## src/rtl/datapath_pkg.sv

```systemverilog
// Shared op codes, sequencer states and bus-source encodings for seq_datapath.
// No logic here; latency and backpressure belong to the modules that use it.
package datapath_pkg;

  localparam logic [3:0] OP_ADD = 4'd0;
  localparam logic [3:0] OP_SUB = 4'd1;
  localparam logic [3:0] OP_AND = 4'd2;
  localparam logic [3:0] OP_OR  = 4'd3;
  localparam logic [3:0] OP_SHL = 4'd4;
  localparam logic [3:0] OP_SHR = 4'd5;
  localparam logic [3:0] OP_MUL = 4'd6;
  localparam logic [3:0] OP_NEG = 4'd7;

  typedef enum logic [2:0] {
    ST_IDLE,
    ST_T1,
    ST_T2,
    ST_T3,
    ST_T4
  } state_t;

  typedef enum logic [1:0] {
    BUS_RB,
    BUS_RC,
    BUS_ZLO,
    BUS_ZHI
  } bus_src_e;

  localparam int NBUS_SRC = 4;

  function automatic bus_src_e oh_to_idx(input logic [NBUS_SRC-1:0] oh);
    bus_src_e idx;
    idx = BUS_RB;
    for (int i = 0; i < NBUS_SRC; i++) begin
      if (oh[i]) idx = bus_src_e'(2'(i));
    end
    return idx;
  endfunction

endpackage

```

## src/rtl/alu_unit.sv

```systemverilog
// Combinational ALU producing a double-width result; zero latency, no handshake.
// Codes with op[3] set are flagged illegal and yield zero.
module alu_unit
  import datapath_pkg::*;
#(
  parameter int WIDTH = 32
) (
  input  logic [WIDTH-1:0]   i_y,
  input  logic [WIDTH-1:0]   i_b,
  input  logic [3:0]         i_op,
  output logic [2*WIDTH-1:0] o_res,
  output logic               o_illegal
);

  localparam int SW = $clog2(WIDTH);

  logic [SW-1:0]    w_sh;
  logic [WIDTH-1:0] w_lo;

  assign w_sh = i_b[SW-1:0];

  always_comb begin
    w_lo      = '0;
    o_illegal = 1'b0;
    o_res     = '0;
    case (i_op)
      OP_ADD: w_lo = i_y + i_b;
      OP_SUB: w_lo = i_y - i_b;
      OP_AND: w_lo = i_y & i_b;
      OP_OR:  w_lo = i_y | i_b;
      OP_SHL: w_lo = i_y << w_sh;
      OP_SHR: w_lo = i_y >> w_sh;
      OP_NEG: w_lo = '0 - i_y;
      OP_MUL: ;
      default: o_illegal = 1'b1;
    endcase
    // Only MUL populates the upper half; everything else leaves Zhi at zero.
    if (i_op == OP_MUL) o_res = (2*WIDTH)'(i_y) * (2*WIDTH)'(i_b);
    else                o_res = {{WIDTH{1'b0}}, w_lo};
  end

endmodule

```

## src/rtl/seq_datapath.sv

```systemverilog
// Single-bus datapath running one reg-reg op per start; done 4 cycles after accept (5 for MUL).
// start is accepted only while idle; start/load while busy are dropped, never queued.
module seq_datapath
  import datapath_pkg::*;
#(
  parameter int WIDTH   = 32,
  parameter int NREGS   = 16,
  parameter bit R0_ZERO = 1'b1
) (
  input  logic                     clk,
  input  logic                     clr,
  input  logic                     start,
  input  logic [3:0]               op,
  input  logic [$clog2(NREGS)-1:0] ra,
  input  logic [$clog2(NREGS)-1:0] rb,
  input  logic [$clog2(NREGS)-1:0] rc,
  input  logic                     load_en,
  input  logic [$clog2(NREGS)-1:0] load_idx,
  input  logic [WIDTH-1:0]         load_data,
  input  logic [$clog2(NREGS)-1:0] rd_idx,
  output logic [WIDTH-1:0]         rd_data,
  output logic                     busy,
  output logic                     done,
  output logic                     err,
  output logic [WIDTH-1:0]         hi,
  output logic [WIDTH-1:0]         lo
);

  localparam int RW = $clog2(NREGS);

  logic [WIDTH-1:0]   r_regs [NREGS];
  state_t             r_state;
  state_t             w_next;
  logic [3:0]         r_op;
  logic [RW-1:0]      r_ra;
  logic [RW-1:0]      r_rb;
  logic [RW-1:0]      r_rc;
  logic [WIDTH-1:0]   r_y;
  logic [2*WIDTH-1:0] r_z;
  logic               r_ill;
  logic [WIDTH-1:0]   r_hi;
  logic [WIDTH-1:0]   r_lo;
  logic               r_done;
  logic               r_err;

  logic [NBUS_SRC-1:0] w_sel_oh;
  bus_src_e            w_sel_idx;
  logic [WIDTH-1:0]    w_bus;
  logic                w_y_en;
  logic                w_z_en;
  logic                w_lo_en;
  logic                w_hi_en;
  logic                w_rf_we;
  logic                w_fin;
  logic                w_accept;
  logic                w_load;
  logic [2*WIDTH-1:0]  w_alu_res;
  logic                w_alu_ill;

  function automatic logic [WIDTH-1:0] read_reg(input logic [RW-1:0] idx);
    if (R0_ZERO && idx == '0) return '0;
    return r_regs[idx];
  endfunction

  assign w_accept = start && (r_state == ST_IDLE);
  assign w_load   = load_en && (r_state == ST_IDLE);

  always_ff @(posedge clk or negedge clr) begin
    if (!clr) r_state <= ST_IDLE;
    else      r_state <= w_next;
  end

  always_comb begin
    w_next = r_state;
    case (r_state)
      ST_IDLE: if (w_accept) w_next = ST_T1;
      ST_T1:   w_next = ST_T2;
      ST_T2:   w_next = ST_T3;
      ST_T3:   w_next = (!r_ill && r_op == OP_MUL) ? ST_T4 : ST_IDLE;
      ST_T4:   w_next = ST_IDLE;
      default: w_next = ST_IDLE;
    endcase
  end

  always_comb begin
    w_sel_oh = '0;
    w_y_en   = 1'b0;
    w_z_en   = 1'b0;
    w_lo_en  = 1'b0;
    w_hi_en  = 1'b0;
    w_rf_we  = 1'b0;
    w_fin    = 1'b0;
    case (r_state)
      ST_T1: begin
        w_sel_oh[BUS_RB] = 1'b1;
        w_y_en           = 1'b1;
      end
      ST_T2: begin
        w_sel_oh[BUS_RC] = 1'b1;
        w_z_en           = 1'b1;
      end
      ST_T3: begin
        w_sel_oh[BUS_ZLO] = 1'b1;
        if (r_ill) begin
          w_fin = 1'b1;
        end else if (r_op == OP_MUL) begin
          w_lo_en = 1'b1;
        end else begin
          w_rf_we = 1'b1;
          w_fin   = 1'b1;
        end
      end
      ST_T4: begin
        w_sel_oh[BUS_ZHI] = 1'b1;
        w_hi_en           = 1'b1;
        w_fin             = 1'b1;
      end
      default: ;
    endcase
  end

  // One-hot select is reduced to an index; an empty select (IDLE) parks the bus at zero.
  assign w_sel_idx = oh_to_idx(w_sel_oh);

  always_comb begin
    w_bus = '0;
    if (|w_sel_oh) begin
      case (w_sel_idx)
        BUS_RB:  w_bus = read_reg(r_rb);
        BUS_RC:  w_bus = read_reg(r_rc);
        BUS_ZLO: w_bus = r_z[WIDTH-1:0];
        BUS_ZHI: w_bus = r_z[2*WIDTH-1:WIDTH];
        default: w_bus = '0;
      endcase
    end
  end

  alu_unit #(.WIDTH(WIDTH)) u_alu (
    .i_y       (r_y),
    .i_b       (w_bus),
    .i_op      (r_op),
    .o_res     (w_alu_res),
    .o_illegal (w_alu_ill)
  );

  always_ff @(posedge clk or negedge clr) begin
    if (!clr) begin
      r_op <= '0;
      r_ra <= '0;
      r_rb <= '0;
      r_rc <= '0;
    end else if (w_accept) begin
      r_op <= op;
      r_ra <= ra;
      r_rb <= rb;
      r_rc <= rc;
    end
  end

  always_ff @(posedge clk or negedge clr) begin
    if (!clr) begin
      r_y   <= '0;
      r_z   <= '0;
      r_ill <= 1'b0;
      r_hi  <= '0;
      r_lo  <= '0;
    end else begin
      if (w_y_en) r_y <= w_bus;
      if (w_z_en) begin
        r_z   <= w_alu_res;
        r_ill <= w_alu_ill;
      end
      if (w_lo_en) r_lo <= w_bus;
      if (w_hi_en) r_hi <= w_bus;
    end
  end

  // Preload and T3 writeback never coincide: one needs IDLE, the other T3.
  always_ff @(posedge clk or negedge clr) begin
    if (!clr) begin
      for (int i = 0; i < NREGS; i++) r_regs[i] <= '0;
    end else if (w_load) begin
      if (!(R0_ZERO && load_idx == '0)) r_regs[load_idx] <= load_data;
    end else if (w_rf_we) begin
      if (!(R0_ZERO && r_ra == '0)) r_regs[r_ra] <= w_bus;
    end
  end

  always_ff @(posedge clk or negedge clr) begin
    if (!clr) begin
      r_done <= 1'b0;
      r_err  <= 1'b0;
    end else begin
      r_done <= w_fin;
      r_err  <= w_fin && r_ill;
    end
  end

  assign rd_data = read_reg(rd_idx);
  assign busy    = (r_state != ST_IDLE);
  assign done    = r_done;
  assign err     = r_err;
  assign hi      = r_hi;
  assign lo      = r_lo;

endmodule

```

## config.mk

```make
export PLATFORM = sky130hd
export DESIGN_NAME = seq_datapath
export DESIGN_NICKNAME = d
export VERILOG_FILES = /design/src/rtl/datapath_pkg.sv /design/src/rtl/alu_unit.sv /design/src/rtl/seq_datapath.sv
export SDC_FILE = /design/constraint.sdc
export NUM_CORES = 2
export LEC_CHECK = 0
export BUFFER_PORTS_ARGS = -buffer_cell sky130_fd_sc_hd__buf_4
export CAP_MARGIN = 20
export CORE_ASPECT_RATIO = 1.25
export CORE_UTILIZATION = 65
export CTS_BUF_LIST = sky130_fd_sc_hd__clkbuf_8
export DETAILED_ROUTE_END_ITERATION = 7
export PLACE_DENSITY_LB_ADDON = 0.12
export SLEW_MARGIN = 10
export SYNTH_ARGS = -nofsm -noshare
export SYNTH_HDL_FRONTEND = slang
export SYNTH_SLANG_ARGS = --single-unit
```

## constraint.sdc

```tcl
create_clock -name clk -period 15.35 [get_ports clk]
set_input_delay 1.535 -clock clk [delete_from_list [all_inputs] [get_ports clk]]
set_output_delay 1.535 -clock clk [all_outputs]
set_load 0.02 [all_outputs]
```

==> reports/metrics.cfg <==
[status]
run_status=finished, violations left
failing_checks=DRC

[cts]
cts_hold_buf=0
insertion_delay_ns=0.91
cts_root_buf=sky130_fd_sc_hd__clkbuf_8
numClockSinks=694
htreeDepth=3
clock_tree.buffer_depth=3
post-cts-setup-buffer-count=0
clkTransAtPathRegs_ns=0.07
cts_resized=0
tritoncts.num_buffers=110
clock_tree_from_tritoncts=done

[global_route]
number_of_antenna_violations_at_the_first_check_in_global_routing=19
grt.met2_usage_pct=79.5
first_global_vias=76800
grt.met3_usage_pct=22.9
gr-max-usage-layer=met2
grt_start_max_net_pins=262
globalRoute.totalOverflow=0
grt_util_all_layers_pct=55.3
global_route_wire_length_before_repair_mm=512
groute.layer.met1.usage_pct=64.1

[sta]
maxSlewViolCount=0
finalSetupTns_ns=0
transition_time_at_the_pin_with_the_least_slew_margin_ns=1.40
fin_crit_ns=12.37
max_freq_mhz=80.8
clock-skew-final_ns=0.0663
slew-limit-headroom_pct=6.38
final.hold.worst_slack_ns=0.389
setup-violations-final=0
rsz0062_at_grt=no
hold_viol=0
final_min_period_over_clock_period_pct=80.6

[logic_synthesis]
synth_top_cell_area_share_pct=21.8
postSynth.asyncResetShare_pct=100
synthesis.yosys.warnings=0
unique_masters_post_synth=96
synth_top_cell_by_area=sky130_fd_sc_hd__fa_1
synth_top_cells_by_area=sky130_fd_sc_hd__fa_1 22%, sky130_fd_sc_hd__dfrtp_1 21%, sky130_fd_sc_hd__mux4_2 9.1%
postSynthNetCount=10100
synth_seq_area_share_pct=21.1
synth-edff-count=0
synthesis.area_mm2=0.0822
ys.flop_type=sky130_fd_sc_hd__dfrtp_1
synth.avg_cell_area_um2=9.30
postSynthCellCount=8844
synth.ff_latch_count=694

[drt]
final_antenna_net_count=0
drtIter0Drc=12900
vias=76200
remaining_drc_errors=49
drt_wl_total_mm=352
drt_first_pass_iters=8
route.detailed.wl_per_inst_um=34.4
viasPerCell=7.44

[critical_path]
critical_path_buf_inv_count=5
critical_path.slowest_cell=sky130_fd_sc_hd__dfrtp_4
critPathRequiredTime_ns=16.14
startpoint_kind_of_the_worst_setup_timing_path=flip-flop
slowest_delay_ns=0.78
crit_top_cell=sky130_fd_sc_hd__fa_1
cp-end-kind=flip-flop
critical_path.startpoint=r_rb[1]
worstReg2RegStart=r_rb[1]
critPathTopFamily=adder cells
setup.worst_path.class=flip-flop to flip-flop
crit_fanout=36
worst-endpoint-arrival_ns=13.16

[finish]
design_area_mm2=0.0873
design.final.nets=9771
final_common_cell=sky130_fd_sc_hd__nand2_1
syn2layout_area_growth_pct=6.10
post-route-util_pct=69.7
nFillCells=9762
layout-drive-gt1-share_pct=13.8
most-common-layout-cells=1310 x sky130_fd_sc_hd__nand2_1, 968 x sky130_fd_sc_hd__inv_1, 897 x sky130_fd_sc_hd__fa_1

[die]
die_h_um=400
die-area_mm2=0.128
chipWidth_um=320
pin_count=159
start_util_pct=65.7
coreArea_mm2=0.125
core.rowCount=145

[placed_design]
gp_congestion=1.09
place_area_mm2=0.0847
dp_hpwl_mm=230
portBuffers=158

[hold_path]
hold_path.startpoint=r_regs[505]
min-delay-path-class=flip-flop to flip-flop

[flow_run]
maxCapViolations=0

## state kept, by name (all words and copies together), names as in the netlist
register and count:
r_ill 1, r_ra 4, hi 32, r_z 64, r_rb 4, err 1
r_regs 512, r_rc 4, r_y 32, lo 32, r_state 3, done 1
r_op 4
## per-layer routing
| layer | part of all wire [%] | wire, um |
|---|---|---|
| met1 | 32 | 112000 |
| met5 | 0.015 | 52 |
| met3 | 16 | 54900 |
| met2 | 41 | 146000 |
| met4 | 11 | 39600 |
## path summary, 6_finish.rpt
path / to / slack [ns] / cells after the start
worst max register to register: r_z[50] / 2.98 / 30
worst min register to register: r_regs[505] / 0.39 / 0
min in group asynchronous: r_regs[503] / 0.68 / 1
max in group asynchronous: r_rc[1] / 11.48 / 4
worst max-delay path: r_z[50] / 2.98 / 30
worst min-delay path: r_regs[505] / 0.39 / 0
## cell usage after synthesis (11+ instances only)
| cell | instances |
|---|---|
| sky130_fd_sc_hd__a21o_1 | 70 |
| sky130_fd_sc_hd__o21a_1 | 11 |
| sky130_fd_sc_hd__o21ai_0 | 633 |
| sky130_fd_sc_hd__nor2b_1 | 52 |
| sky130_fd_sc_hd__nand4_1 | 21 |
| sky130_fd_sc_hd__a221o_1 | 13 |
| sky130_fd_sc_hd__o22ai_1 | 25 |
| sky130_fd_sc_hd__inv_1 | 938 |
| sky130_fd_sc_hd__a31oi_1 | 36 |
| sky130_fd_sc_hd__a22o_1 | 32 |
| sky130_fd_sc_hd__xor2_1 | 62 |
| sky130_fd_sc_hd__maj3_1 | 26 |
| sky130_fd_sc_hd__o211ai_1 | 28 |
| sky130_fd_sc_hd__and2_1 | 406 |
| sky130_fd_sc_hd__mux2i_1 | 192 |
| sky130_fd_sc_hd__o21bai_1 | 12 |
| sky130_fd_sc_hd__nand2_1 | 1311 |
| sky130_fd_sc_hd__ha_1 | 299 |
| sky130_fd_sc_hd__nand2b_1 | 23 |
| sky130_fd_sc_hd__buf_1 | 70 |
| sky130_fd_sc_hd__a211oi_1 | 28 |
| sky130_fd_sc_hd__buf_4 | 19 |
| sky130_fd_sc_hd__clkbuf_1 | 675 |
| sky130_fd_sc_hd__mux2_2 | 151 |
| sky130_fd_sc_hd__a221oi_1 | 71 |
| sky130_fd_sc_hd__a22oi_1 | 518 |
| sky130_fd_sc_hd__fa_1 | 897 |
| sky130_fd_sc_hd__o31ai_1 | 26 |
| sky130_fd_sc_hd__buf_6 | 18 |
| sky130_fd_sc_hd__nor2_1 | 253 |
| sky130_fd_sc_hd__o21ai_1 | 18 |
| sky130_fd_sc_hd__o221ai_1 | 16 |
| sky130_fd_sc_hd__nor3_1 | 93 |
| sky130_fd_sc_hd__a21boi_0 | 29 |
| sky130_fd_sc_hd__and3_1 | 134 |
| sky130_fd_sc_hd__xnor2_1 | 78 |
| sky130_fd_sc_hd__mux4_2 | 332 |
| sky130_fd_sc_hd__nand3_1 | 52 |
| sky130_fd_sc_hd__dfrtp_1 | 694 |
| sky130_fd_sc_hd__buf_2 | 59 |
| sky130_fd_sc_hd__a21oi_1 | 231 |
| sky130_fd_sc_hd__nor4_1 | 19 |
| sky130_fd_sc_hd__or3_1 | 14 |
## logic make-up after synthesis
logic type / after synthesis / synth area share (%)
adder cells (fa/ha/maj): 1222 / 26.7
flip-flops: 694 / 21.1
multiplexers: 675 / 13.5
XOR/XNOR: 140 / 1.49
buffers and inverters: 1784 / 8.48
AND/OR/NAND/NOR: 2442 / 13.8
AO/OA/AOI/OAI: 1887 / 14.9
## layout make-up
type / instances / area [um2] / area share [%]
Timing Repair Buffer: 400 / 3170 / 3.63
Inverter: 943 / 3540 / 4.06
Clock inverter: 65 / 571 / 0.654
Clock buffer: 137 / 1890 / 2.16
Multi-Input combinational cell: 6366 / 58600 / 67.2
Tap cell: 1617 / 2020 / 2.32
Sequential cell: 694 / 17400 / 19.9
Antenna cell: 17 / 42.5 / 0.0487
## per-stage QoR
| step | instances | worst slack [ns] |
|---|---|---|
| 2_1_floorplan | 8844 | 5.57 |
| 3_3_place_gp | 10000 | 3.53 |
| 3_5_place_dp | 10000 | 3.42 |
| 4_1_cts | 10200 | 3.38 |
| 5_1_grt | 10200 | 2.98 |
| 6_report | 10200 | 2.98 |
Power is not shown: default switching activity piles up to over one toggle a cycle in this logic, so the estimate is an artifact.
